## src/rtl/pcnt_seq_pkg.sv

```systemverilog
// Shared types for the pcnt configuration sequencer:
// FSM states, status bit positions and slice-count helper.
package pcnt_seq_pkg;

    typedef enum logic [2:0] {
        ST_IDLE   = 3'd0,
        ST_LOAD   = 3'd1,
        ST_COMMIT = 3'd2,
        ST_CNTRST = 3'd3,
        ST_RUN    = 3'd4
    } state_e;

    localparam int NSTS       = 4;
    localparam int STS_MATCH0 = 0;
    localparam int STS_MATCH1 = 1;
    localparam int STS_ZERO   = 2;
    localparam int STS_TMO    = 3;

    function automatic int nchunk(input int cfg_w, input int chunk_w);
        return (cfg_w + chunk_w - 1) / chunk_w;
    endfunction

endpackage

```

## src/rtl/pcnt_cfg_sequencer_if.sv

```systemverilog
// Host-side configuration slice stream: valid/ready handshake
// carrying one CHUNK_W slice plus an end-of-word marker.
interface pcnt_cfg_sequencer_if #(
    parameter int CHUNK_W = 16
) ();

    logic               valid;
    logic               ready;
    logic               last;
    logic [CHUNK_W-1:0] data;

    modport master (
        output valid,
        output last,
        output data,
        input  ready
    );

    modport slave (
        input  valid,
        input  last,
        input  data,
        output ready
    );

endinterface

```

## src/rtl/pcnt_evt_capture.sv

```systemverilog
// Registers the pcnt tile flags, detects rising edges during a run,
// keeps sticky status bits and the registered interrupt.
module pcnt_evt_capture
    import pcnt_seq_pkg::*;
(
    input  logic            clk_i,
    input  logic            rst_n_i,
    input  logic            run_i,
    input  logic [2:0]      evt_i,
    input  logic            tmo_set_i,
    input  logic [NSTS-1:0] clr_i,
    output logic [2:0]      edge_o,
    output logic [NSTS-1:0] status_o,
    output logic            irq_o
);

    logic [2:0]      in_q;
    logic [2:0]      prev_q;
    logic [NSTS-1:0] status_q;
    logic [NSTS-1:0] status_d;
    logic [NSTS-1:0] set;
    logic            irq_q;

    assign edge_o = run_i ? (in_q & ~prev_q) : 3'b000;

    // Set has priority over a simultaneous write-1-to-clear.
    always_comb begin
        set             = '0;
        set[STS_MATCH0] = edge_o[0];
        set[STS_MATCH1] = edge_o[1];
        set[STS_ZERO]   = edge_o[2];
        set[STS_TMO]    = tmo_set_i;
        status_d        = (status_q & ~clr_i) | set;
    end

    always_ff @(posedge clk_i) begin
        if (!rst_n_i) begin
            in_q     <= '0;
            prev_q   <= '0;
            status_q <= '0;
            irq_q    <= 1'b0;
        end else begin
            in_q     <= evt_i;
            prev_q   <= in_q;
            status_q <= status_d;
            irq_q    <= |status_q;
        end
    end

    assign status_o = status_q;
    assign irq_o    = irq_q;

endmodule

```

## src/rtl/pcnt_cfg_sequencer.sv

```systemverilog
// pcnt tile controller: sliced config load, commit, counter reset, run.
// Optional run watchdog is built when PCNT_SEQ_TIMEOUT_EN is defined.
module pcnt_cfg_sequencer
    import pcnt_seq_pkg::*;
#(
    parameter int CFG_W   = 107,
    parameter int CHUNK_W = 16,
    parameter int RST_CYC = 2,
    parameter int TMO_W   = 16
) (
    input  logic                 pcnt_clk_i,
    input  logic                 pcnt_rst_n_i,
    pcnt_cfg_sequencer_if.slave  cfg,
    input  logic                 start_i,
    input  logic                 abort_i,
    input  logic [NSTS-1:0]      status_clr_i,
    input  logic [TMO_W-1:0]     tmo_cycles_i,
    output logic [CFG_W-1:0]     mem_out_o,
    output logic [CFG_W-1:0]     mem_outb_o,
    output logic                 pcnt_rst_o,
    output logic                 pcnt_stop_o,
    input  logic                 pcnt_match0_i,
    input  logic                 pcnt_match1_i,
    input  logic                 pcnt_zero_i,
    output logic [NSTS-1:0]      status_o,
    output logic                 irq_o,
    output logic                 busy_o,
    output logic                 err_o
);

    localparam int NCHUNK = nchunk(CFG_W, CHUNK_W);
    localparam int CNT_W  = $clog2(NCHUNK + 1);
    localparam int RCW    = (RST_CYC > 1) ? $clog2(RST_CYC) : 1;

    localparam logic [CNT_W-1:0] LAST_IDX = CNT_W'(NCHUNK - 1);
    localparam logic [RCW-1:0]   RST_LAST = RCW'(RST_CYC - 1);

    state_e             state_q;
    state_e             state_d;
    logic [CNT_W-1:0]   count_q;
    logic [CNT_W-1:0]   count_d;
    logic [CNT_W-1:0]   idx;
    logic [CFG_W-1:0]   shadow_q;
    logic [CFG_W-1:0]   shadow_d;
    logic [CFG_W-1:0]   shadow_wr;
    logic [CFG_W-1:0]   mem_q;
    logic [CFG_W-1:0]   mem_d;
    logic [RCW-1:0]     rcnt_q;
    logic [RCW-1:0]     rcnt_d;
    logic               cfg_ok_q;
    logic               cfg_ok_d;
    logic               err_q;
    logic               err_d;
    logic               ready_q;
    logic               stop_q;
    logic               prst_q;
    logic [CHUNK_W-1:0] cfg_data;
    logic               accept;
    logic               bad_last;
    logic               tmo_hit;
    logic [2:0]         evt_edge;

    assign cfg_data = cfg.data;
    assign accept   = cfg.valid && ready_q;
    assign idx      = (state_q == ST_LOAD) ? count_q : '0;
    assign bad_last = cfg.last ? (idx != LAST_IDX)
                               : (idx == LAST_IDX);

    // Bits of the final slice beyond CFG_W simply have no home.
    always_comb begin
        shadow_wr = shadow_q;
        for (int b = 0; b < CFG_W; b++) begin
            if (b / CHUNK_W == int'(idx)) begin
                shadow_wr[b] = cfg_data[b % CHUNK_W];
            end
        end
    end

    always_comb begin
        state_d  = state_q;
        count_d  = count_q;
        shadow_d = shadow_q;
        mem_d    = mem_q;
        cfg_ok_d = cfg_ok_q;
        err_d    = err_q;
        rcnt_d   = rcnt_q;
        unique case (state_q)
            ST_IDLE, ST_LOAD: begin
                if (state_q == ST_LOAD && abort_i) begin
                    state_d  = ST_IDLE;
                    shadow_d = '0;
                    count_d  = '0;
                end else if (accept) begin
                    if (bad_last) begin
                        err_d    = 1'b1;
                        state_d  = ST_IDLE;
                        shadow_d = '0;
                        count_d  = '0;
                    end else if (cfg.last) begin
                        shadow_d = shadow_wr;
                        count_d  = '0;
                        state_d  = ST_COMMIT;
                    end else begin
                        shadow_d = shadow_wr;
                        count_d  = idx + 1'b1;
                        state_d  = ST_LOAD;
                    end
                end else if (state_q == ST_IDLE && start_i) begin
                    if (cfg_ok_q) begin
                        state_d = ST_RUN;
                    end else begin
                        err_d = 1'b1;
                    end
                end
            end
            ST_COMMIT: begin
                mem_d    = shadow_q;
                cfg_ok_d = 1'b1;
                rcnt_d   = '0;
                state_d  = ST_CNTRST;
            end
            ST_CNTRST: begin
                if (rcnt_q == RST_LAST) begin
                    state_d = ST_IDLE;
                end else begin
                    rcnt_d = rcnt_q + 1'b1;
                end
            end
            ST_RUN: begin
                if (abort_i || tmo_hit) begin
                    state_d = ST_IDLE;
                end
            end
            default: begin
                state_d = ST_IDLE;
            end
        endcase
    end

    // Tile controls are registered from the next state so that the
    // reset values (tile held in reset/stop) are visible right after reset.
    always_ff @(posedge pcnt_clk_i) begin
        if (!pcnt_rst_n_i) begin
            state_q  <= ST_IDLE;
            count_q  <= '0;
            shadow_q <= '0;
            mem_q    <= '0;
            rcnt_q   <= '0;
            cfg_ok_q <= 1'b0;
            err_q    <= 1'b0;
            ready_q  <= 1'b0;
            stop_q   <= 1'b1;
            prst_q   <= 1'b1;
        end else begin
            state_q  <= state_d;
            count_q  <= count_d;
            shadow_q <= shadow_d;
            mem_q    <= mem_d;
            rcnt_q   <= rcnt_d;
            cfg_ok_q <= cfg_ok_d;
            err_q    <= err_d;
            ready_q  <= (state_d == ST_IDLE) || (state_d == ST_LOAD);
            stop_q   <= (state_d != ST_RUN);
            prst_q   <= (state_d == ST_CNTRST);
        end
    end

`ifdef PCNT_SEQ_TIMEOUT_EN
    logic [TMO_W-1:0] tmo_q;
    logic [TMO_W-1:0] tmo_d;
    logic [TMO_W-1:0] tmo_inc;

    assign tmo_inc = tmo_q + 1'b1;

    // Counter is zero outside RUN and on every edge, so each run
    // and each event starts a fresh interval.
    always_comb begin
        tmo_d   = '0;
        tmo_hit = 1'b0;
        if (state_q == ST_RUN && evt_edge == 3'b000) begin
            tmo_d   = tmo_inc;
            tmo_hit = (tmo_cycles_i != '0) && (tmo_inc == tmo_cycles_i);
        end
    end

    always_ff @(posedge pcnt_clk_i) begin
        if (!pcnt_rst_n_i) begin
            tmo_q <= '0;
        end else begin
            tmo_q <= tmo_d;
        end
    end
`else
    logic unused_tmo;

    assign tmo_hit    = 1'b0;
    assign unused_tmo = ^{tmo_cycles_i, evt_edge};
`endif

    pcnt_evt_capture u_evt (
        .clk_i     (pcnt_clk_i),
        .rst_n_i   (pcnt_rst_n_i),
        .run_i     (state_q == ST_RUN),
        .evt_i     ({pcnt_zero_i, pcnt_match1_i, pcnt_match0_i}),
        .tmo_set_i (tmo_hit),
        .clr_i     (status_clr_i),
        .edge_o    (evt_edge),
        .status_o  (status_o),
        .irq_o     (irq_o)
    );

    assign cfg.ready   = ready_q;
    assign mem_out_o   = mem_q;
    assign mem_outb_o  = ~mem_q;
    assign pcnt_rst_o  = prst_q;
    assign pcnt_stop_o = stop_q;
    assign busy_o      = (state_q != ST_IDLE);
    assign err_o       = err_q;

endmodule

```

## src/flat_wrapper.sv

```systemverilog
// flat-port wrapper written by rule: the top's interface ports become plain ports
module pcnt_cfg_sequencer_flat import pcnt_seq_pkg::*;
#(
    parameter int CFG_W   = 107,
    parameter int CHUNK_W = 16,
    parameter int RST_CYC = 2,
    parameter int TMO_W   = 16
)
  (pcnt_clk_i, pcnt_rst_n_i, start_i, abort_i, status_clr_i, tmo_cycles_i, mem_out_o, mem_outb_o, pcnt_rst_o, pcnt_stop_o, pcnt_match0_i, pcnt_match1_i, pcnt_zero_i, status_o, irq_o, busy_o, err_o, cfg_valid, cfg_last, cfg_data, cfg_ready);
  pcnt_cfg_sequencer_if #(.CHUNK_W(CHUNK_W)) cfg_i ();
  input  logic pcnt_clk_i;
  input  logic pcnt_rst_n_i;
  input  logic start_i;
  input  logic abort_i;
  input  logic [NSTS-1:0] status_clr_i;
  input  logic [TMO_W-1:0] tmo_cycles_i;
  output logic [CFG_W-1:0] mem_out_o;
  output logic [CFG_W-1:0] mem_outb_o;
  output logic pcnt_rst_o;
  output logic pcnt_stop_o;
  input  logic pcnt_match0_i;
  input  logic pcnt_match1_i;
  input  logic pcnt_zero_i;
  output logic [NSTS-1:0] status_o;
  output logic irq_o;
  output logic busy_o;
  output logic err_o;
  input wire logic [$bits(cfg_i.valid)-1:0] cfg_valid;
  input wire logic [$bits(cfg_i.last)-1:0] cfg_last;
  input wire logic [$bits(cfg_i.data)-1:0] cfg_data;
  output wire logic [$bits(cfg_i.ready)-1:0] cfg_ready;
  assign cfg_i.valid = cfg_valid;
  assign cfg_i.last = cfg_last;
  assign cfg_i.data = cfg_data;
  assign cfg_ready = cfg_i.ready;
  pcnt_cfg_sequencer #(.CFG_W(CFG_W), .CHUNK_W(CHUNK_W), .RST_CYC(RST_CYC), .TMO_W(TMO_W)) u_core (.pcnt_clk_i(pcnt_clk_i), .pcnt_rst_n_i(pcnt_rst_n_i), .cfg(cfg_i), .start_i(start_i), .abort_i(abort_i), .status_clr_i(status_clr_i), .tmo_cycles_i(tmo_cycles_i), .mem_out_o(mem_out_o), .mem_outb_o(mem_outb_o), .pcnt_rst_o(pcnt_rst_o), .pcnt_stop_o(pcnt_stop_o), .pcnt_match0_i(pcnt_match0_i), .pcnt_match1_i(pcnt_match1_i), .pcnt_zero_i(pcnt_zero_i), .status_o(status_o), .irq_o(irq_o), .busy_o(busy_o), .err_o(err_o));
endmodule
```

## config.mk

```make
export PLATFORM = sky130hd
export DESIGN_NAME = pcnt_cfg_sequencer_flat
export DESIGN_NICKNAME = d
export VERILOG_FILES = /design/src/rtl/pcnt_seq_pkg.sv /design/src/rtl/pcnt_cfg_sequencer_if.sv /design/src/rtl/pcnt_evt_capture.sv /design/src/rtl/pcnt_cfg_sequencer.sv /design/src/flat_wrapper.sv
export SDC_FILE = /design/constraint.sdc
export NUM_CORES = 1
export LEC_CHECK = 0
export ABC_AREA = 1
export BUFFER_PORTS_ARGS = -buffer_cell sky130_fd_sc_hd__buf_2
export CAP_MARGIN = 0
export CORE_UTILIZATION = 55
export CTS_BUF_LIST = sky130_fd_sc_hd__clkbuf_2
export DETAILED_ROUTE_END_ITERATION = 8
export HOLD_SLACK_MARGIN = 0.12
export MAX_ROUTING_LAYER = met4
export PLACE_DENSITY = 0.88
export RECOVER_POWER = 25
export REMOVE_ABC_BUFFERS = 1
export SLEW_MARGIN = 15
export SYNTH_ARGS = -nofsm -noshare
export SYNTH_HDL_FRONTEND = slang
export SYNTH_HIERARCHICAL = 1
export SYNTH_SLANG_ARGS = --single-unit
```

## constraint.sdc

```tcl
create_clock -name pcnt_clk_i -period 5 [get_ports pcnt_clk_i]
set_clock_uncertainty 0.05 [all_clocks]
set_input_delay 1 -clock pcnt_clk_i [delete_from_list [all_inputs] [get_ports pcnt_clk_i]]
set_output_delay 1 -clock pcnt_clk_i [all_outputs]
set_load 0.1 [all_outputs]
```

# Word-level counts from Yosys, hierarchy flattened
# Index checks and enable logic that the tools add are counted.
# W data, S select, Z words.
# op_classes
n_addsub,2
n_eq_ne,17
mux,132
bitwise_logic,7
n_reduce_logical,29
# ops
op,count
$mux W107,3
$mux W1,113
$not A107 Y107,1
$mux W3,13
$reduce_bool A3 Y1,8
$reduce_and A3 Y1,7
$eq A3 B3 Y1 const A,4
$pmux W3 S4,1
$eq A3 B2 Y1 const B,3
$logic_not A3 Y1,3
$eq A2 B3 Y1 const A,2
$eq A3 B1 Y1 const B,2
$eq A3 B3 Y1 const B,2
$ne A3 B3 Y1 const B,2
$reduce_bool A2 Y1,3
$reduce_and A5 Y1,1
$and A4 B4 Y4,1
$ne A2 B2 Y1 const B,2
$not A4 Y4,1
$or A4 B3 Y4,1
$reduce_or A4 Y1,1
$add A3 B1 Y3 const B,1
$and A3 B3 Y3,1
$logic_and A1 B1 Y1,3
8 further kinds,8
# totals
regBits,237
inputBits,45
output_inout_bits,224
elab_cells,207

# Longest topological paths before layout
# Gate-level depths: netlist of run 1.
# depth
word_depth,10
depth_mapped,16
depth_no_buf,15

# By module
# Netlist of run 1, hierarchy kept.
# by_module_without_submodules
mod,n_inst,cells_per_inst,area_per_inst_um2,seq_area_each_um2
pcnt_cfg_sequencer,1,1198,8717.1,4524.3
pcnt_evt_capture,1,48,369.1,220.2

# Worst setup path after synthesis of run 1
# Ideal clock, no wire load.
# synth_timing
kind,reg2out
start,register u_core.mem_q[0] (netlist: u_core/mem_out_o[0])
end,output port mem_outb_o[0]
arrival_ns,1.619
required_time_ns,3.950
setup_slack_ns,2.331
path_stages_with_launch,2
path_buffers,0
cell_sequence,dfxtp_1 -> inv_1
# synth_between
elab_chain_len,1
# synth_rtl
item,line_no,text
start: declaration,pcnt_cfg_sequencer.sv:46,logic [CFG_W-1:0] mem_q;
start signal: assignment,pcnt_cfg_sequencer.sv:158,mem_q <= mem_d;
$not A107 Y107,pcnt_cfg_sequencer.sv:214,assign mem_outb_o = ~mem_q;
end: declaration,flat_wrapper.sv:18,output logic [CFG_W-1:0] mem_outb_o;
# No other way between the ends.

# Worst setup path after layout of run 1
# layout_timing
start,register u_core.state_q[2]
end,register u_core.shadow_q[89]
# layout_between
elab_chain_len,7
word_cells_on_any_way,15
cone_classes,eq/ne (4); mux (5); reduce/logical (6)
# layout_rtl
item,line_no,text
start: declaration,pcnt_cfg_sequencer.sv:38,state_e state_q;
start signal: assignment,pcnt_cfg_sequencer.sv:155,state_q <= state_d;
$eq A3 B1 Y1,"pcnt_cfg_sequencer.sv:65, pcnt_cfg_sequencer.sv:87, pcnt_cfg_sequencer.sv:89",
$mux W3,pcnt_cfg_sequencer.sv:65,assign idx = (state_q == ST_LOAD) ? count_q : '0;
$eq A3 B3 Y1 / $ne A3 B3 Y1 (equally long branches),"pcnt_cfg_sequencer.sv:67, pcnt_cfg_sequencer.sv:66",
$mux W1,pcnt_cfg_sequencer.sv:66,assign bad_last = cfg.last ? (idx != LAST_IDX)
$mux W107,pcnt_cfg_sequencer.sv:94,if (bad_last) begin
$mux W107,pcnt_cfg_sequencer.sv:93,end else if (accept) begin
$mux W107,pcnt_cfg_sequencer.sv:89,if (state_q == ST_LOAD && abort_i) begin
end signal: assignment,pcnt_cfg_sequencer.sv:157,shadow_q <= shadow_d;
end: declaration,pcnt_cfg_sequencer.sv:43,logic [CFG_W-1:0] shadow_q;
# Parallel ways exist; a longest one is shown, timed or not. The select of a mux whose other input is x is not followed.
# A chain may end at the register's enable or synchronous reset.

==> run metrics, run 1 <==
port bufs=252; Worst setup SP type=flip-flop; gr ovfl total=0; Synth Area per Inst=7.30 sq um; row count=46; setup ws final=between 1000 and 1500 ps; Post-CTS Repair Setup Buffers=0; RSZ-0062 raised after global routing=false; TritonCTS Buffers=56; Yosys Warn Count=6; layout cell share with drive strength beyond 1=about 23%; failing checks=capacitance limit, slew limit; crit path kind=flip-flop to flip-flop; Worst-Skew Late Latency=790 ps; FF-to-FF path depth=15; fin nets=~1500; Hold Buf Count CTS=0; PwrDens=319 nW/um^2; DR vias/cell=between 4 and 5; total core area=16000 sq um; Pre-antenna DRT Iters=5; CP max stage cell=nand2_1; worst vdd ir=0.192 mV; global-route wire length before repair=about 35000 um; # resized after CTS=0; Worst Path Required=5630 ps; CP Capture Type=flip-flop; htree depth=2; crit path time final=3940 ps; Die Y=130 um; Worst Path Max Fanout=25; routability cong.=0.878; clock sink count=237; die width=130 um; leak pwr=5.18 nW; Setup crit start=u_core/state_q[2]$_SDFF_PN0_; Critical Path AT=4570 ps; crit path cell chain=nor2_1 > nand2_1 > nor2_1 > inv_1 > ha_1 > nand3_1 > ha_1 > inv_1 > nand2_1 > inv_2 > nand2_1 > nand2_1 > nand2_1 > nand2_1 > nor2_1; total die area=roughly 17000 sq um; gr usage total=26.7%; Worst Tran Pin Value=2800 ps; Crit Reg-Reg Endpoint=u_core/shadow_q[89]$_SDFFE_PN0P_; Setup WS pre-CTS=1350 ps; Mapped Area=9070 sq um; Starting Density=a little under three fifths; Antenna Violating Nets Remaining=0; Layout area overhead=19.5%; Iter 0 DRT Violations=688; CP dominant cell by count=nand2_1; Final Setup Violations=0; Reg2Reg Setup Slack=1060 ps; DRC viols=0; RR Startpoint=u_core/state_q[2]$_SDFF_PN0_; Max Cap Viol=1; number of global-route vias before repair=7621; # fillers=1408; period utilization=78.8%; HPWL Detailed=14800 um; initial antenna violation count=2; CTS tree=yes; max incr delay on CP=around 700 ps; hold_ws=375 ps; Synth Instances=1243; Setup TNS Final=0 ps; routed wire length=22500 um; Core Util, Final=67.8%; DR WL/cell=12.9 um; Fin. Hold Viols=0; CTS clock-pin slew for the worst setup and hold paths=100 ps; final slew viol count=102; Vias=8595; Slew HR=-87.4%; largest net degree at the start of global routing=122; Fmax=0.254 GHz; clock root buffer=clkbuf_2; outcome=finished with violations; CP Capture Point=u_core/shadow_q[89]$_SDFFE_PN0P_; HP Class=input pin to flip-flop; worst-case clock buffer depth=3; io pins=between 200 and 300
-- cells in the final DEF, fill, tap and decap left out, types with 2 or more instances in the layout --
cell / instances
buf_2: 251
dfxtp_1: 237
nand2_1: 219
nor2_1: 201
inv_1: 186
a21oi_1: 135
o21ai_0: 115
clkbuf_2: 77
nand3_1: 56
clkinv_1: 18
ha_1: 7
nand2_2: 5
buf_4: 4
inv_2: 3
diode_2: 2
nor3_1: 2
a21oi_4: 2
nor2_2: 2
-- registers in the layout, summed over array words and instances (netlist names) --
| signal | count |
|---|---|
| u_core/rcnt_q | 1 |
| u_core/cfg_ok_q | 1 |
| u_core/state_q | 3 |
| u_core/cfg.ready | 1 |
| u_core/err_o | 1 |
| u_core/u_evt/status_o | 4 |
| u_core/u_evt/irq_o | 1 |
| u_core/pcnt_stop_o | 1 |
| u_core/u_evt/prev_q | 3 |
| u_core/mem_out_o | 107 |
| u_core/count_q | 3 |
| u_core/shadow_q | 107 |
| u_core/u_evt/in_q | 3 |
| u_core/pcnt_rst_o | 1 |
-- per-stage QoR --
stage | power (mW) | instance area [sq um] | cells
6_report | 3.46 | 10800 | 1747
5_1_grt | 3.66 | 10800 | 1747
4_1_cts | 3.50 | 10900 | 1745
3_5_place_dp | 2.36 | 10400 | 1648
3_3_place_gp | 2.34 | 10400 | 1648
2_1_floorplan | 2.25 | 8790 | 1175
-- final cells by class --
type	count	area [sq um]	share of cell area (%)
antenna	2	5.00	0.0462
clock buffer	77	385	3.55
clock inverter	20	76.3	0.704
timing repair buffer	257	1320	12.2
sequential	237	4740	43.8
inverter	188	706	6.51
tap	216	270	2.49
multi-input combinational	750	3340	30.8
-- routing by layer --
metal	track usage, %	wire (um)	vias to the layer above
met5	-	0	-
met3	4.44	1200	49
li1	-	-	4354
met1	30.7	9480	3889
met2	45.0	11300	303
met4	13.6	568	0
-- worst max-delay path: cells and delay by family, from the launching register on --
kind,cells,cell delay (ps)
flip-flops,1,350
AND/OR/NAND/NOR,10,2370
adder cells (fa/ha/maj),2,520
buffers and inverters,3,570
-- worst min path at each step --
stage | startpoint | end | slack [ps] | depth (start not counted)
floorplan | u_core/u_evt/in_q[0]$_SDFF_PN0_ | u_core/u_evt/prev_q[0]$_SDFF_PN0_ | 360 | 2
global placement | u_core/u_evt/in_q[0]$_SDFF_PN0_ | u_core/u_evt/prev_q[0]$_SDFF_PN0_ | 360 | 2
detailed placement | u_core/u_evt/in_q[1]$_SDFF_PN0_ | u_core/u_evt/prev_q[1]$_SDFF_PN0_ | 370 | 2
CTS | pcnt_match1_i | u_core/u_evt/in_q[1]$_SDFF_PN0_ | 300 | 3
global route | pcnt_match1_i | u_core/u_evt/in_q[1]$_SDFF_PN0_ | 310 | 3
finish | pcnt_match1_i | u_core/u_evt/in_q[1]$_SDFF_PN0_ | 370 | 3
-- power breakdown --
part | leakage [nW] | switching [mW] | internal (mW)
sequential | 1.93 | 0.0338 | 1.96
clock | 0.359 | 0.731 | 0.415
combinational | 2.89 | 0.232 | 0.0949
total | 5.18 | 0.997 | 2.47
Note: power is estimated with default switching activity, not from simulation.
==> inputs of run 2 (changes only) <==
--- a/config.mk
+++ b/config.mk
@@ -5,15 +5,15 @@
 export SDC_FILE = /design/constraint.sdc
 export NUM_CORES = 1
 export LEC_CHECK = 0
-export ABC_AREA = 1
+export ABC_AREA = 0
 export BUFFER_PORTS_ARGS = -buffer_cell sky130_fd_sc_hd__buf_2
 export CAP_MARGIN = 0
-export CORE_UTILIZATION = 55
+export CORE_UTILIZATION = 48
 export CTS_BUF_LIST = sky130_fd_sc_hd__clkbuf_2
 export DETAILED_ROUTE_END_ITERATION = 8
 export HOLD_SLACK_MARGIN = 0.12
 export MAX_ROUTING_LAYER = met4
-export PLACE_DENSITY = 0.88
+export PLACE_DENSITY = 0.82
 export RECOVER_POWER = 25
 export REMOVE_ABC_BUFFERS = 1
 export SLEW_MARGIN = 15
==> constraint.sdc (replaced) <==
create_clock -name pcnt_clk_i -period 3.6 [get_ports pcnt_clk_i]
set_clock_uncertainty 0.05 [all_clocks]
set_input_delay 0.72 -clock pcnt_clk_i [delete_from_list [all_inputs] [get_ports pcnt_clk_i]]
set_output_delay 0.72 -clock pcnt_clk_i [all_outputs]
set_load 0.1 [all_outputs]
==> run metrics, run 2 <==
outcome=finished with violations; failing checks=capacitance limit, slew limit; Sw Ratio=between 20% and 30%; crit path time final=3070 ps; hold_ws=189 ps; Iter 0 DRT Violations=468; io pins=269; DR vias/cell=5.06; Yosys Warn Count=6; Hold Buf Count CTS=11; Worst-Skew Late Latency=~770 ps; Fmax=roughly 0.33 GHz; Critical Path AT=about 3700 ps; Worst Tran Pin Value=about 2000 ps; top cell family by delay on the critical path=simple AND/OR/NAND/NOR gates; DRC viols=0; DR WL/cell=15.3 um; fin nets=roughly 1300; worst-case clock buffer depth=3; Antenna Violating Nets Remaining=0; Final Non-Filler Cells=1544; met3 Usage GRT=4.37%; Vias=about 7800; crit path cell chain=buf_4 > nor2b_4 > nand2b_2 > clkbuf_1 > nand2_1 > a21boi_0; leak pwr=roughly 4.5 nW; final slew viol count=116; number of global-route vias before repair=about 7300; DP Cell Count=1432; CP Capture Type=flip-flop; row count=49; initial antenna violation count=1; met2 Use GR=39.9%; TritonCTS Buffers=55; total core area=between 15000 and 20000 sq um; grt peak-use layer=met2; Post-CTS Repair Setup Buffers=0; routed wire length=23600 um; Setup TNS Final=0 ps; Fin. Hold Viols=0; Mapped Area=9070 sq um; Worst setup SP type=flip-flop; Setup WS pre-CTS=654 ps; Max Cap Viol=1; CTS tree=yes; CP max stage cell=clkbuf_1; htree depth=2; clock root buffer=clkbuf_2; commonest non-fill, non-tap cell in the layout=nand2_1; largest net degree at the start of global routing=116; RSZ-0062 raised after global routing=false; Synth Area per Inst=9.04 sq um; multi-input logic area=3490 sq um; Layout area overhead=20.7%; Final Setup Violations=0; die width=139 um; layout cell share with drive strength beyond 1=28.1%; CP Buf/Inv Count=2; Die Y=around 140 um; total die area=19400 sq um; Comb pwr share=5.4%; CTS clock-pin slew for the worst setup and hold paths=about 120 ps; internal power=3.39 mW; met1 GRT Util=31.0%; dpl cell area=10300 sq um; Flop pwr share=57.6%; Clock power frac=approximately 37%; Starting Density=49.6%; Core Util, Final=between 50% and 60%; Synth Instances=around 1000; HP Class=input pin to flip-flop; # fillers=1628; final design area excluding fillers=approximately 11000 sq um; global-route wire length before repair=37100 um; most frequent cells in the layout=252 x nand2_1, 251 x buf_2, 237 x dfxtp_1; Worst Path Max Fanout=59; Pre-antenna DRT Iters=5; PwrDens=421 nW/um^2; routability cong.=slightly above 0.8; clock sink count=237; register area=between 4000 and 5000 sq um; # resized after CTS=0; HPWL Detailed=14500 um; Worst Path Required=4240 ps; Slew HR=-33.5%; crit path kind=flip-flop to flip-flop; port bufs=around 250; Overall Power=4.61 mW; setup ws final=roughly 530 ps; gr usage total=between 20 and 25%; max incr delay on CP=980 ps; gr ovfl total=0; period utilization=85.2%; Switch Pwr=1.22 mW; worst vdd ir=0.197 mV
[run 2: power groups by stage]
stage / Clock [mW] / Combinational [mW] / Sequential (mW)
2_1_floorplan: 0 / 0.0917 / 2.74
3_3_place_gp: 0 / 0.229 / 2.71
3_5_place_dp: 0 / 0.233 / 2.71
4_1_cts: 1.76 / 0.242 / 2.65
5_1_grt: 1.90 / 0.261 / 2.66
6_report: 1.71 / 0.247 / 2.65
[run 2: final cells by class]
cell class                 instances  area share (%)
tap                              229            2.62
clock buffer                      80            3.66
sequential                       237            43.3
antenna                            1          0.0229
clock inverter                    20           0.960
inverter                         112            3.84
timing repair buffer             281            13.7
multi-input combinational        584            31.9
[run 2: final timing paths]
kind	from	endpoint	slack, ps	cells past startpoint
setup / recovery	u_core/state_q[1]$_SDFF_PN0_	u_core/mem_out_o[71]$_SDFFE_PN0P_	530	6
setup reg to reg	u_core/state_q[1]$_SDFF_PN0_	u_core/mem_out_o[71]$_SDFFE_PN0P_	530	6
hold / removal	cfg_data[11]	u_core/shadow_q[59]$_SDFFE_PN0P_	190	3
hold reg to reg	u_core/shadow_q[51]$_SDFFE_PN0P_	u_core/shadow_q[51]$_SDFFE_PN0P_	400	2
[run 2: worst register-to-register path, cell delays in order, from the launching register on]
cell      delay (ps)
dfxtp_1          330
buf_4            180
nor2b_4          150
nand2b_2         940
clkbuf_1         980
nand2_1          130
a21boi_0         230
[run 2: routing by layer]
layer / vias up / routed length [um]
met5: - / 0
met4: 0 / 402
met3: 29 / 1450
met2: 303 / 11200
met1: 3627 / 10500
li1: 3853 / -
